==> config.mk <==
export PLATFORM = sky130hd
export DESIGN_NAME = mult_sequencer
export DESIGN_NICKNAME = d
export VERILOG_FILES = /design/src/rtl/mult_sequencer.sv
export SDC_FILE = /design/constraint.sdc
export NUM_CORES = 1
export LEC_CHECK = 0
export ABC_AREA = 1
export BUFFER_PORTS_ARGS = -buffer_cell sky130_fd_sc_hd__buf_2
export CORE_ASPECT_RATIO = 2
export CORE_MARGIN = 1
export CORE_UTILIZATION = 56
export DETAILED_ROUTE_END_ITERATION = 8
export GPL_TIMING_DRIVEN = 1
export PLACE_DENSITY = 0.85
export SYNTH_ARGS = -nofsm -noshare
export SYNTH_HDL_FRONTEND = slang
export SYNTH_SLANG_ARGS = --single-unit
==> constraint.sdc <==
create_clock -name clk -period 4.1 [get_ports clk]
set_clock_uncertainty 0.05 [all_clocks]
set_input_delay 0.41 -clock clk [delete_from_list [all_inputs] [get_ports clk]]
set_output_delay 0.41 -clock clk [all_outputs]
set_load 0.02 [all_outputs]
==> src/rtl/mult_sequencer.sv <==
// Radix-2 shift-add MULT/MULTU sequencer that borrows the shared ALU for one add per granted cycle.
// Signed MULT support (operand magnitudes plus the FIX negate state) is built only when MULT_SEQ_SIGNED_EN is defined.
module mult_sequencer #(
    parameter int         DATA_W  = 32,
    parameter logic [3:0] ALU_ADD = 4'b0010
) (
    input  logic              clk,
    input  logic              reset_n,
    input  logic              start,
    input  logic              is_signed,
    input  logic [DATA_W-1:0] op_a,
    input  logic [DATA_W-1:0] op_b,
    output logic              busy,
    output logic              done,
    output logic [DATA_W-1:0] hi,
    output logic [DATA_W-1:0] lo,
    output logic              alu_req,
    input  logic              alu_gnt,
    output logic [DATA_W-1:0] alu_in1,
    output logic [DATA_W-1:0] alu_in2,
    output logic [3:0]        alu_ctrl,
    input  logic [DATA_W-1:0] alu_out
);

    typedef enum logic [1:0] {
        IDLE = 2'd0,
        CALC = 2'd1,
        FIX  = 2'd2,
        DONE = 2'd3
    } state_t;

    state_t            state_q;
    logic [DATA_W-1:0] acc_hi_q;
    logic [DATA_W-1:0] acc_lo_q;
    logic [DATA_W-1:0] mcand_q;
    logic [5:0]        cnt_q;
    logic              done_q;
    logic              alu_req_q;
    logic [DATA_W-1:0] hi_q;
    logic [DATA_W-1:0] lo_q;

    logic [DATA_W-1:0]   mag_a_d;
    logic [DATA_W-1:0]   mag_b_d;
    logic                carry_d;
    logic [2*DATA_W-1:0] step_d;

`ifdef MULT_SEQ_SIGNED_EN
    logic neg_q;
    logic neg_d;

    // 0x80000000 negates to itself, which is the correct unsigned magnitude.
    assign mag_a_d = (is_signed && op_a[DATA_W-1]) ? -op_a : op_a;
    assign mag_b_d = (is_signed && op_b[DATA_W-1]) ? -op_b : op_b;
    assign neg_d   = is_signed & (op_a[DATA_W-1] ^ op_b[DATA_W-1]);
`else
    logic unused_is_signed;

    assign unused_is_signed = is_signed;
    assign mag_a_d          = op_a;
    assign mag_b_d          = op_b;
`endif

    // The shared ALU only returns 32 bits, so the add carry is recovered by wrap-around compare.
    assign carry_d = (alu_out < acc_hi_q);
    assign step_d  = {carry_d, alu_out, acc_lo_q[DATA_W-1:1]};

    always_ff @(posedge clk or negedge reset_n) begin
        if (!reset_n) begin
            state_q   <= IDLE;
            acc_hi_q  <= '0;
            acc_lo_q  <= '0;
            mcand_q   <= '0;
            cnt_q     <= '0;
            done_q    <= 1'b0;
            alu_req_q <= 1'b0;
            hi_q      <= '0;
            lo_q      <= '0;
`ifdef MULT_SEQ_SIGNED_EN
            neg_q     <= 1'b0;
`endif
        end else begin
            done_q <= 1'b0;
            case (state_q)
                IDLE: begin
                    if (start) begin
                        acc_hi_q  <= '0;
                        acc_lo_q  <= mag_b_d;
                        mcand_q   <= mag_a_d;
                        cnt_q     <= '0;
                        alu_req_q <= 1'b1;
                        state_q   <= CALC;
`ifdef MULT_SEQ_SIGNED_EN
                        neg_q     <= neg_d;
`endif
                    end
                end
                CALC: begin
                    if (alu_gnt) begin
                        {acc_hi_q, acc_lo_q} <= step_d;
                        cnt_q                <= cnt_q + 6'd1;
                        if (cnt_q == 6'(DATA_W - 1)) begin
                            alu_req_q <= 1'b0;
`ifdef MULT_SEQ_SIGNED_EN
                            state_q   <= neg_q ? FIX : DONE;
`else
                            state_q   <= DONE;
`endif
                        end
                    end
                end
`ifdef MULT_SEQ_SIGNED_EN
                FIX: begin
                    {acc_hi_q, acc_lo_q} <= -{acc_hi_q, acc_lo_q};
                    state_q              <= DONE;
                end
`endif
                DONE: begin
                    hi_q    <= acc_hi_q;
                    lo_q    <= acc_lo_q;
                    done_q  <= 1'b1;
                    state_q <= IDLE;
                end
                default: begin
                    alu_req_q <= 1'b0;
                    state_q   <= IDLE;
                end
            endcase
        end
    end

    // ALU operands are driven from registers only, so alu_gnt never loops back into them.
    assign busy     = (state_q != IDLE);
    assign done     = done_q;
    assign hi       = hi_q;
    assign lo       = lo_q;
    assign alu_req  = alu_req_q;
    assign alu_in1  = alu_req_q ? acc_hi_q : '0;
    assign alu_in2  = (alu_req_q && acc_lo_q[0]) ? mcand_q : '0;
    assign alu_ctrl = alu_req_q ? ALU_ADD : 4'b0000;

endmodule
==> impl_results.md, run 1 <==
* Power Density at 810 mW/mm^2
* Top delay family on crit path: simple AND/OR/NAND/NOR gates
* Static leakage at 5.33 nW
* Vias at 6,855
* Clk sink count at 170
* Post-synth EDFFs at 0
* Worst path required time at 3640 ps
* NetSw at 0.00346 W
* Fin. Hold Viols at 0
* Register area share after synthesis at 54.1%
* Post-CTS Setup Bufs at 0
* Slowest Stage Delay on Critical Path at 750 ps
* Clk_lat worst skew at 410 ps
* Slowest cell on crit path: nand2_1
* Inserted Clock Buffers at 17
* R2r startpoint: state_q[1]
* Total Wirelength at 18,900 um
* Switching share of total power at 44.4%
* Clock power frac at 19.3%
* CP Class: reg -> out
* Antenna violation net count after detailed routing at 0
* FP Rows at 60
* Final setup fails at 0
* Via density per instance at 5.19
* Synth Warn # at 0
* Synthesized area at 0.00787 sq mm
* Max-slew headroom at 20.5%
* Worst-path cell chain: nand2_1 > nor2_1 > buf_2
* Share of power burned in combinational logic at 45.2%
* Syn avg cell area at 8.56 sq um
* Port Buffer Count at 231
* Number of I/O pins at 236
* Core box area at 0.0136 sq mm
* Maxcap violations at 0
* Starting density of the core at 57.9%
* Most frequent cells in the layout: buf_2 (230), nand2_1 (199), dfrtp_1 (170), o21ai_0 (161), inv_1 (144)
* Hold buffers post-CTS at 0
* Fillers at 1,068
* Maximum VDD drop at 0.437 mV
* Most common cell after layout, fill and taps aside: buf_2
* Fin Setup TNS at 0 ps
* Largest net degree at the start of global routing at 130
* FFs w/ async S/R, synth at 100%
* Slew @ Worst Pin at 1190 ps
* PostCTS Resize Cnt at 0
* Slew Viols, Final at 0
* DRC at 0
* F_max at 0.426 GHz
* Power after layout at 0.00779 W
* Final critical-path share of the clock period at 57.3%
* Chip Width at 85.8 um
* GRT Total Usage at 26.9%
* Clk buf depth at 2
* Outcome: complete, no violations
* CP Max Fanout at 32
* TritonCTS clock tree: yes
* CP Launch Type: register
* Clock-pin transition on the worst setup and hold timing paths at 70 ps
* CTS H-tree depth at 4
* Clock root cell: clkbuf_16
* Total grt overflow at 0
* Vias in the first global route at 6,511
* Worst path buffer plus inverter count at 1
* P&R area growth vs syn at 22.3%
* RSZ-0062 raised after global routing: no
* Post-synthesis cell type count at 27
* Crit end category: output pin
* Minimum clock period at 2350 ps
* Routed WL per cell at 14.3 um
* Post-synthesis cell count at 919
* Reg2Reg Capture Point: alu_req
* Post-detail-place hpwl at 13,100 um
* Drt pass-1 iters at 5
* Antenna violations before repair at 1
* Gp weighted congestion at 0.834
* R2R Setup Slk at 1860 ps
* Global-route wire length before repair at 30,600 um
* Layout cells sized above 1 at 24.4%
* Flops & latches, synth at 170
* DR iter-0 viols at 433
* Die area at 0.0146 sq mm
* Synth Flop Type: dfrtp_1
* Nets@finish at 1,255
* Worst R2R Path Depth at 8
* Sequential Power Share at 35.6%
* Die Height at 170 um
* Internal at 0.00433 W
* Hold Path Class: in -> async
* Critical Path AT at 1890 ps
cell families (layout without fill, tap and decap cells):
family                     count (synthesis)  count (layout)  share of synthesized area [%]
and+or+nand+nor                          292             292                           15.2
AOI/OAI and AO/OA                        222             222                           15.2
buffers and inverters                    202             416                           10.4
DFF                                      170             170                           54.1
adders and majority gates                 32              32                           5.09
other                                      1               4                         0.0477
layout make-up:
class	count	area, sq um	area share (%)
Clock buffer	19	443	4.60
Clock inverter	13	115	1.20
Timing Repair Buffer	238	1210	12.6
Inverter	146	548	5.70
Antenna cell	1	2.50	0.0260
Multi-Input combinational cell	549	2810	29.2
Sequential cell	170	4250	44.2
Tap cell	186	233	2.42
sequential cells by signal (all words and copies together), names as in the netlist:
register / flops
alu_req: 1
acc_lo_q: 32
lo: 32
done: 1
hi: 32
cnt_q: 6
state_q: 2
mcand_q: 32
acc_hi_q: 32
metal layers:
layer / share of wire, % / global-route usage, %
met3: 4.3 / 5.25
met2: 53 / 46.5
met4: 4.3 / 13.5
met1: 39 / 31.7
met5: 0 / 0
Yosys cell counts (all sizes together), types with 2 or more instances:
master | n | area, sq um
dfrtp | 170 | 4250
nand2 | 203 | 774
ha | 32 | 400
clkbuf | 35 | 131
a21oi | 19 | 95.1
o21ai | 168 | 841
nand4 | 2 | 12.5
o211ai | 32 | 240
buf | 21 | 139
nor3 | 6 | 30.0
nor2 | 43 | 178
and3 | 2 | 12.5
nand3 | 35 | 175
inv | 146 | 548
worst max-delay path by stage:
stage,from,endpoint,slack (ps),cells past startpoint
after global routing,alu_req,alu_in2[24],1580,3
after detailed placement,alu_gnt,acc_hi_q[31],1830,7
after floorplan,alu_req,alu_in2[10],2340,4
final,acc_lo_q[0],alu_in2[29],1750,3
after global placement,alu_gnt,acc_lo_q[30],1830,7
after CTS,alu_req,alu_in2[24],1680,3
per-stage QoR:
step | area, sq um | setup WS, ps | std cells | hold WS, ps | utilization (%)
after floorplan | 7880 | 2340 | 921 | 64.4 | -
after global placement | 9060 | 1830 | 1289 | 411 | 66.7
after detailed placement | 9060 | 1830 | 1289 | 418 | 66.7
after CTS | 9620 | 1680 | 1321 | 82.2 | 70.8
after global routing | 9620 | 1580 | 1322 | 116 | 70.8
final | 9620 | 1750 | 1322 | 30.4 | 70.8
power groups by stage:
stage          combinational [W]  clock, W  sequential, W
2_1_floorplan            0.00220         0        0.00305
3_3_place_gp             0.00341         0        0.00276
3_5_place_dp             0.00353         0        0.00279
4_1_cts                  0.00354   0.00153        0.00277
5_1_grt                  0.00396   0.00159        0.00285
6_report                 0.00352   0.00150        0.00277
Power figures use the tool's default switching activity.
==> run 2: changes to the inputs <==
- CORE_UTILIZATION: 56 -> 47
- PLACE_DENSITY: 0.85 -> 0.76
- clock period: 4.1 -> 2.1 ns (I/O delays scaled with it)
==> impl_results.md, run 2 (synthesis results as in run 1) <==
* Post-CTS Setup Bufs at 0 (unchanged)
* Power Density at 1510 mW/mm^2 (+86%)
* Number of I/O pins at 236 (unchanged)
* Drt pass-1 iters at 4 (-1)
* Routed WL per cell at 15.1 um (+5.3%)
* Hold Path Cell Cnt at 3
* Largest net degree at the start of global routing at 65 (-50%)
* Placed inst area at 0.00925 sq mm (+2.0%)
* Total Wirelength at 21,300 um (+13%)
* Setup WS post-layout at 279 ps (-1470 ps)
* CTS H-tree depth at 4 (unchanged)
* Die Height at 185 um (+9.0%)
* F_max at 0.549 GHz
* Global-route wire length before repair at 34,300 um (+12%)
* Post-detail-place hpwl at 14,100 um (+7.6%)
* Highest routed layer: met4
* Power after layout at 0.0159 W (+100%)
* Hold Path Class: in -> reg
* Via density per instance at 5.09 (-1.9%)
* Clk buf depth at 2 (unchanged)
* GRT Total Usage at 25.5% (-1.4 points)
* CP Max Fanout at 35 (+9.4%)
* Layout cells sized above 1 at 23.2% (-1.2 points)
* TritonCTS clock tree: yes
* DR iter-0 viols at 350 (-19%)
* Antenna violation net count after detailed routing at 0 (unchanged)
* Vias in the first global route at 7,356 (+13%)
* Final Util at 64.3% (-6.5 points)
* RSZ-0062 raised after global routing: no
* DRC at 0 (unchanged)
* Met3 routed WL at 831 um (+3.1%)
* Ant diodes at 0 (-1)
* Final critical-path share of the clock period at 86.7%
* PostCTS Resize Cnt at 0 (unchanged)
* Hold buffers post-CTS at 68 (+68)
* Met1 wire length at 8230 um (+12%)
* Clk_lat worst skew at 420 ps (about the same)
* Core box area at 0.0164 sq mm (+20%)
* Total grt overflow at 0 (unchanged)
* Static leakage at 5.70 nW (+7.1%)
* Vias at 7,192 (+4.9%)
* Most frequent cells in the layout: buf_2 (230), nand2_1 (199), dfrtp_1 (170), o21ai_0 (161), inv_1 (144)
* Slew @ Worst Pin at 537 ps (-655 ps)
* Outcome: complete, no violations
* Most common cell after layout, fill and taps aside: buf_2
* Inserted Clock Buffers at 17 (unchanged)
* Crit end category: output pin
* Critical Path AT at 1560 ps (-330 ps)
* Chip Width at 93.5 um (+8.9%)
* Slew Viols, Final at 0 (unchanged)
* Clock root cell: clkbuf_16
* Maximum VDD drop at 0.855 mV (+96%)
* CP Launch Type: register
* Fin Setup TNS at 0 ps (unchanged)
* Gp weighted congestion at 0.809 (-3.0%)
* Dpl ws at 422 ps (-1400 ps)
* Fin. Hold Viols at 0 (unchanged)
* Worst path required time at 1840 ps (-1800 ps)
* Clock-pin transition on the worst setup and hold timing paths at 60 ps (about the same)
* Nets@finish at 1,333 (+6.2%)
* Minimum clock period at 1820 ps
* FP Rows at 66 (+10%)
* Final setup fails at 0 (unchanged)
* Starting density of the core at 48.1% (-9.8 points)
* Fin area at 0.0105 sq mm (+9.3%)
* Port Buffer Count at 231 (unchanged)
* Worst R2R Path Depth at 9 (+1)
* Antenna violations before repair at 0 (-1)
* CP Class: reg -> out
* Maxcap violations at 0 (unchanged)
* Die area at 0.0173 sq mm (+19%)
* Met2 Routed Length at 11,400 um (+14%)
* Max-slew headroom at 64.2% (+44 points)
* P&R area growth vs syn at 33.6%
* Clk sink count at 170 (unchanged)
run 2: cell type report:
cell class / instances / area (sq um)
fillers: 1368 / 5840
flip-flops and latches: 170 / 4250
multi-input cells: 549 / 2810
repair buffers: 316 / 2060
inverters: 146 / 548
clock buffers: 21 / 440
well taps: 204 / 255
clock inverters: 8 / 148
run 2: final timing paths:
kind,from,slack [ps],to
worst max-delay path,alu_req,280,alu_in1[27]
worst min-delay path,alu_out[19],20,acc_hi_q[18]
worst max register to register,acc_hi_q[29],410,acc_hi_q[31]
worst min register to register,hi[25],430,hi[25]
max in group asynchronous,reset_n,1110,acc_hi_q[27]
min in group asynchronous,reset_n,260,hi[19]
run 2: layer usage:
metal | vias to the layer above | GRT usage [%]
li1 | 3481 | -
met1 | 3402 | 28.3
met2 | 247 | 45.8
met3 | 62 | 4.15
met4 | 0 | 14.0
met5 | - | 0
run 2: critical path, cell delays in order (launching register included):
cell and delay [ps]:
dfrtp_1 340, buf_4 380, nand2_1 170, inv_1 80
buf_2 150
run 2: power by group:
| part | switching (W) | total [W] | internal, W |
|---|---|---|---|
| logic | 0.00490 | 0.00723 | 0.00234 |
| registers | 0.000661 | 0.00542 | 0.00476 |
| clock network | 0.00125 | 0.00322 | 0.00197 |
| total | 0.00681 | 0.0159 | 0.00907 |
run 2: per-stage QoR:
step                hold WS [ps]  std cells
finish                      17.0       1414
global route                17.1       1414
CTS                        0.271       1414
detailed placement           148       1317
global placement             145       1317
floorplan                   -136        921
